<file path="src/rtl/complex_mult_pkg.sv">
// Definitions shared by the complex multiplier, its result accumulator and their benches:
// the accumulator state encoding and the lane-width helpers.
package complex_mult_pkg;

    localparam int DEF_DATA_WIDTH = 8;
    localparam int DEF_ACC_LEN    = 4;

    typedef enum logic {
        ACCUM = 1'b0,
        OUT   = 1'b1
    } acc_state_t;

    // A product of two unsigned complex operands needs two extra bits:
    // one for the cross-term sum and one for the sign.
    function automatic int res_width(input int data_width);
        return 2 * data_width + 2;
    endfunction

    function automatic int acc_width(input int res_w, input int acc_len);
        return res_w + $clog2(acc_len);
    endfunction

endpackage

</file>
<file path="src/rtl/complex_result_accumulator.sv">
// Sums groups of ACC_LEN complex products, one lane each for real and imaginary parts.
// Each sum is presented on a registered valid/ready output, and flush can end a group early.
module complex_result_accumulator
    import complex_mult_pkg::*;
#(
    parameter int DATA_WIDTH = DEF_DATA_WIDTH,
    parameter int RES_WIDTH  = res_width(DATA_WIDTH),
    parameter int ACC_LEN    = DEF_ACC_LEN,
    parameter int ACC_WIDTH  = acc_width(RES_WIDTH, ACC_LEN),
    parameter int CNT_WIDTH  = $clog2(ACC_LEN + 1)
) (
    input  logic                 clk,
    input  logic                 rstn,
    input  logic                 sw_rst,
    input  logic                 res_val,
    output logic                 res_ready,
    input  logic [RES_WIDTH-1:0] res_re,
    input  logic [RES_WIDTH-1:0] res_im,
    input  logic                 flush,
    output logic                 acc_val,
    input  logic                 acc_ready,
    output logic [ACC_WIDTH-1:0] acc_re,
    output logic [ACC_WIDTH-1:0] acc_im,
    output logic [CNT_WIDTH-1:0] acc_cnt
);

    localparam logic [CNT_WIDTH-1:0] LEN_C = CNT_WIDTH'(ACC_LEN);

    acc_state_t                   r_state;
    logic                         r_res_ready;
    logic                         r_acc_val;
    logic signed [ACC_WIDTH-1:0]  r_acc_re;
    logic signed [ACC_WIDTH-1:0]  r_acc_im;
    logic        [CNT_WIDTH-1:0]  r_cnt;

    logic                         w_accept;
    logic                         w_close;
    logic signed [ACC_WIDTH-1:0]  w_re_ext;
    logic signed [ACC_WIDTH-1:0]  w_im_ext;
    logic        [CNT_WIDTH-1:0]  w_cnt_inc;

    assign w_re_ext  = {{(ACC_WIDTH-RES_WIDTH){res_re[RES_WIDTH-1]}}, res_re};
    assign w_im_ext  = {{(ACC_WIDTH-RES_WIDTH){res_im[RES_WIDTH-1]}}, res_im};
    assign w_accept  = res_val & r_res_ready;
    assign w_cnt_inc = r_cnt + 1'b1;

    // A group closes when it fills up, or on flush if it holds at least one product.
    assign w_close = (w_accept && (w_cnt_inc == LEN_C)) ||
                     (flush && ((r_cnt != '0) || w_accept));

    always_ff @(posedge clk or negedge rstn) begin
        if (!rstn) begin
            r_state     <= ACCUM;
            r_res_ready <= 1'b1;
            r_acc_val   <= 1'b0;
            r_acc_re    <= '0;
            r_acc_im    <= '0;
            r_cnt       <= '0;
        end else if (sw_rst) begin
            r_state     <= ACCUM;
            r_res_ready <= 1'b1;
            r_acc_val   <= 1'b0;
            r_acc_re    <= '0;
            r_acc_im    <= '0;
            r_cnt       <= '0;
        end else begin
            case (r_state)
                ACCUM: begin
                    if (w_accept) begin
                        r_acc_re <= r_acc_re + w_re_ext;
                        r_acc_im <= r_acc_im + w_im_ext;
                        r_cnt    <= w_cnt_inc;
                    end
                    if (w_close) begin
                        r_state     <= OUT;
                        r_res_ready <= 1'b0;
                        r_acc_val   <= 1'b1;
                    end
                end
                OUT: begin
                    if (acc_ready) begin
                        r_state     <= ACCUM;
                        r_res_ready <= 1'b1;
                        r_acc_val   <= 1'b0;
                        r_acc_re    <= '0;
                        r_acc_im    <= '0;
                        r_cnt       <= '0;
                    end
                end
                default: begin
                    r_state     <= ACCUM;
                    r_res_ready <= 1'b1;
                    r_acc_val   <= 1'b0;
                end
            endcase
        end
    end

    assign res_ready = r_res_ready;
    assign acc_val   = r_acc_val;
    assign acc_re    = r_acc_re;
    assign acc_im    = r_acc_im;
    assign acc_cnt   = r_cnt;

endmodule

</file>
<file path="config.mk">
export PLATFORM = sky130hd
export DESIGN_NAME = complex_result_accumulator
export DESIGN_NICKNAME = d
export VERILOG_FILES = /design/src/rtl/complex_mult_pkg.sv /design/src/rtl/complex_result_accumulator.sv
export SDC_FILE = /design/constraint.sdc
export NUM_CORES = 1
export LEC_CHECK = 0
export CAP_MARGIN = 30
export CORE_UTILIZATION = 52
export CTS_BUF_LIST = sky130_fd_sc_hd__clkbuf_4
export CTS_CLUSTER_DIAMETER = 30
export DETAILED_ROUTE_END_ITERATION = 10
export PLACE_DENSITY = 0.85
export SYNTH_ARGS = -nofsm -noshare
export SYNTH_HDL_FRONTEND = slang
export SYNTH_SLANG_ARGS = --single-unit
</file>
<file path="constraint.sdc">
create_clock -name clk -period 2.8 [get_ports clk]
set_input_delay 0.56 -clock clk [delete_from_list [all_inputs] [get_ports clk]]
set_output_delay 0.56 -clock clk [all_outputs]
set_load 0.03 [all_outputs]
</file>
==> reports/results.ini <==
[status]
status=finished, final reports clean

[global_route]
overflow=0
grt_max_degree=28
grt_pass1_vias=3629
grt_usage=0.2819
antenna_found_initial=0
grt_pass1_wl_um=16910

[yosys]
synth_cells=432
synth_cell_types=57
syn-num-nets=517
synth.avg_cell_area_um2=8.686
ys_seq_elements=46
synth_ff_type=dfrtp_1
ys_seq_area_frac=0.3071
synth-edff-count=0
yosys.area.top_type_share=0.3001
ys.warnings.count=0
synth_area_leaders=dfrtp_1, ha_1, o21ai_0
async_flop_share=1.000
synth.cell_area_um2=3752
synth_top_area_cell=dfrtp_1

[placement]
port_buffers=86
globalplace.congestion=0.8975
dpl.hpwl_um=7720
place_inst=628

[clock_tree]
clk_latency_ps=390
h-tree-depth=2
cts_buffers=5
path_clk_slew_ps=170
clock-sinks=46
ctsHoldBuffers=0
clockBufferDepth=2
cts_root_buffer=clkbuf_4
tritoncts=built
cts_setup_buffers=0
cts_resized=0

[setup_path]
startpoint_type=input port
worstSetupEndpointType=register
critPathMaxFanout=3
critPathRequiredTime_ps=3080
rr_startpoint=acc_re[0]
r2r_end=acc_re[14]
criticalPathCategory=input port to register
crit_end=acc_re[14]
startpoint=res_re[0]
reg2reg_depth=9
cp.arrival_ps=2980
r2r_setup_slack_ps=250

[detailed_routing]
dr.pass1.iters=5
wirelength_um=10280
wire_per_inst_um=16.16
vias_per_cell=5.975
antenna_left=0
drcViolationCount=0
drtIter0Drc=291
via_count=3800

[final_layout]
antenna_cells=0
fin_nets=624
area_growth_pct=33.01
mostFrequentLayoutCells=clkdlybuf4s50_1, nand2_1, dfrtp_1, o21ai_0, ha_1
layout_commonest_cell=clkdlybuf4s50_1
postLayoutCoreUtil=0.7266
fin_cells=636
drive_gt1_frac=0.09815

[power]
switching_share=0.4319
p_clk_frac=0.146
power_frac_comb=0.558
internal_power_mw=1.718
cellLeakagePower_nw=2.322
total_power_mw=3.024
seqPwrFrac=0.296
p_per_area_nw_per_um2=606.0
power_switching_mw=1.306
ir_worst_vdd_mv=0.4024

[die]
die_h_um=86.95
ios=87
die_w_um=86.95
coreArea_um2=6869
initial_core_util=0.5463
rows=30
dieArea_um2=7559

[timing]
slew_violations=0
skew_ps=21.88
finalCritPeriodShare=0.9671
fmax_ghz=0.3693
setup_violations=0
worst_pin_slew_ps=463.2
slew_headroom=0.6879
final.setup.tns_ps=0
hold_viol_final=0
period_needed_ps=2708
rsz0062_at_grt=no

[worst_hold_path]
hp-class=input port to async pin

[run]
drv_cap=0

## through the flow
step	worst slack (ps)	hold WS, ps	area, µm²
final	92.02	64.52	4991
after global placement	-236.7	489.3	4897
after floorplan	277.2	264.4	3752
after detailed placement	-362.7	502.2	4897
after CTS	50.84	84.30	4980
after global routing	4.844	69.95	4991
## state kept, by name (all words and copies together), names as in the netlist
register	cells
acc_cnt	3
acc_im	20
res_ready	1
r_state	1
acc_val	1
acc_re	20
## layer usage
| layer | vias up | GRT usage | routed length [µm] |
|---|---|---|---|
| li1 | 1814 | - | - |
| met1 | 1800 | 0.3806 | 4632 |
| met2 | 164 | 0.4674 | 4823 |
| met3 | 22 | 0.04171 | 647 |
| met4 | 0 | 0.08485 | 172 |
| met5 | - | 0 | 0 |
## worst min path at each step
stage / cells past startpoint / end / startpoint / slack, ps
floorplan: 0 / acc_cnt[0] / rstn / 260
global placement: 2 / acc_im[17] / acc_im[17] / 490
detailed placement: 2 / acc_im[6] / acc_im[6] / 500
CTS: 1 / acc_cnt[2] / rstn / 80
global route: 1 / acc_cnt[2] / rstn / 70
finish: 1 / acc_cnt[2] / rstn / 60
## cells in the mapped netlist, types with 5 or more instances
cell	n
a21o_1	25
inv_1	6
xor2_1	21
buf_2	5
o31ai_1	7
a31oi_1	8
a22o_1	7
nand3_1	9
a21oi_1	26
clkbuf_1	12
nand4_1	6
o21ai_0	43
dfrtp_1	45
o21ai_1	6
ha_1	41
o21bai_1	6
xnor2_1	10
nor2_1	23
a211oi_1	5
nand2_1	54
o21a_1	6
## power groups by stage
stage | clock network (mW) | logic, mW | registers [mW]
after floorplan | 0 | 0.847 | 1.10
after global placement | 0 | 1.61 | 0.901
after detailed placement | 0 | 1.65 | 0.905
after CTS | 0.439 | 1.66 | 0.894
after global routing | 0.465 | 1.83 | 0.909
final | 0.441 | 1.69 | 0.895
## cell type report
| cell class | instances | area (µm²) |
|---|---|---|
| Clock buffer | 5 | 37.54 |
| Clock inverter | 3 | 45.04 |
| Fill cell | 552 | 1878 |
| Inverter | 6 | 22.52 |
| Multi-Input combinational cell | 361 | 2510 |
| Sequential cell | 46 | 1152 |
| Tap cell | 96 | 120.1 |
| Timing Repair Buffer | 119 | 1104 |
## logic make-up after synthesis
logic type                 after synthesis  synth area share
adders and majority gates               43            0.1474
xor gates and xnor gates                31           0.07236
DFF                                     46            0.3071
AOI/OAI and AO/OA                      171            0.3061
and+or+nand+nor                        116            0.1400
buffers and inverters                   25           0.02700
## critical path, cell delays in order
cell             delay, ps
clkdlybuf4s50_1        410
ha_1                   240
fa_1                   390
a21o_1                 170
a21o_1                 220
a211oi_4               320
o21ai_1                160
a41oi_1                270
xor2_1                 160
o21ai_0                 90
No activity file was read; power rests on OpenSTA's default activity.
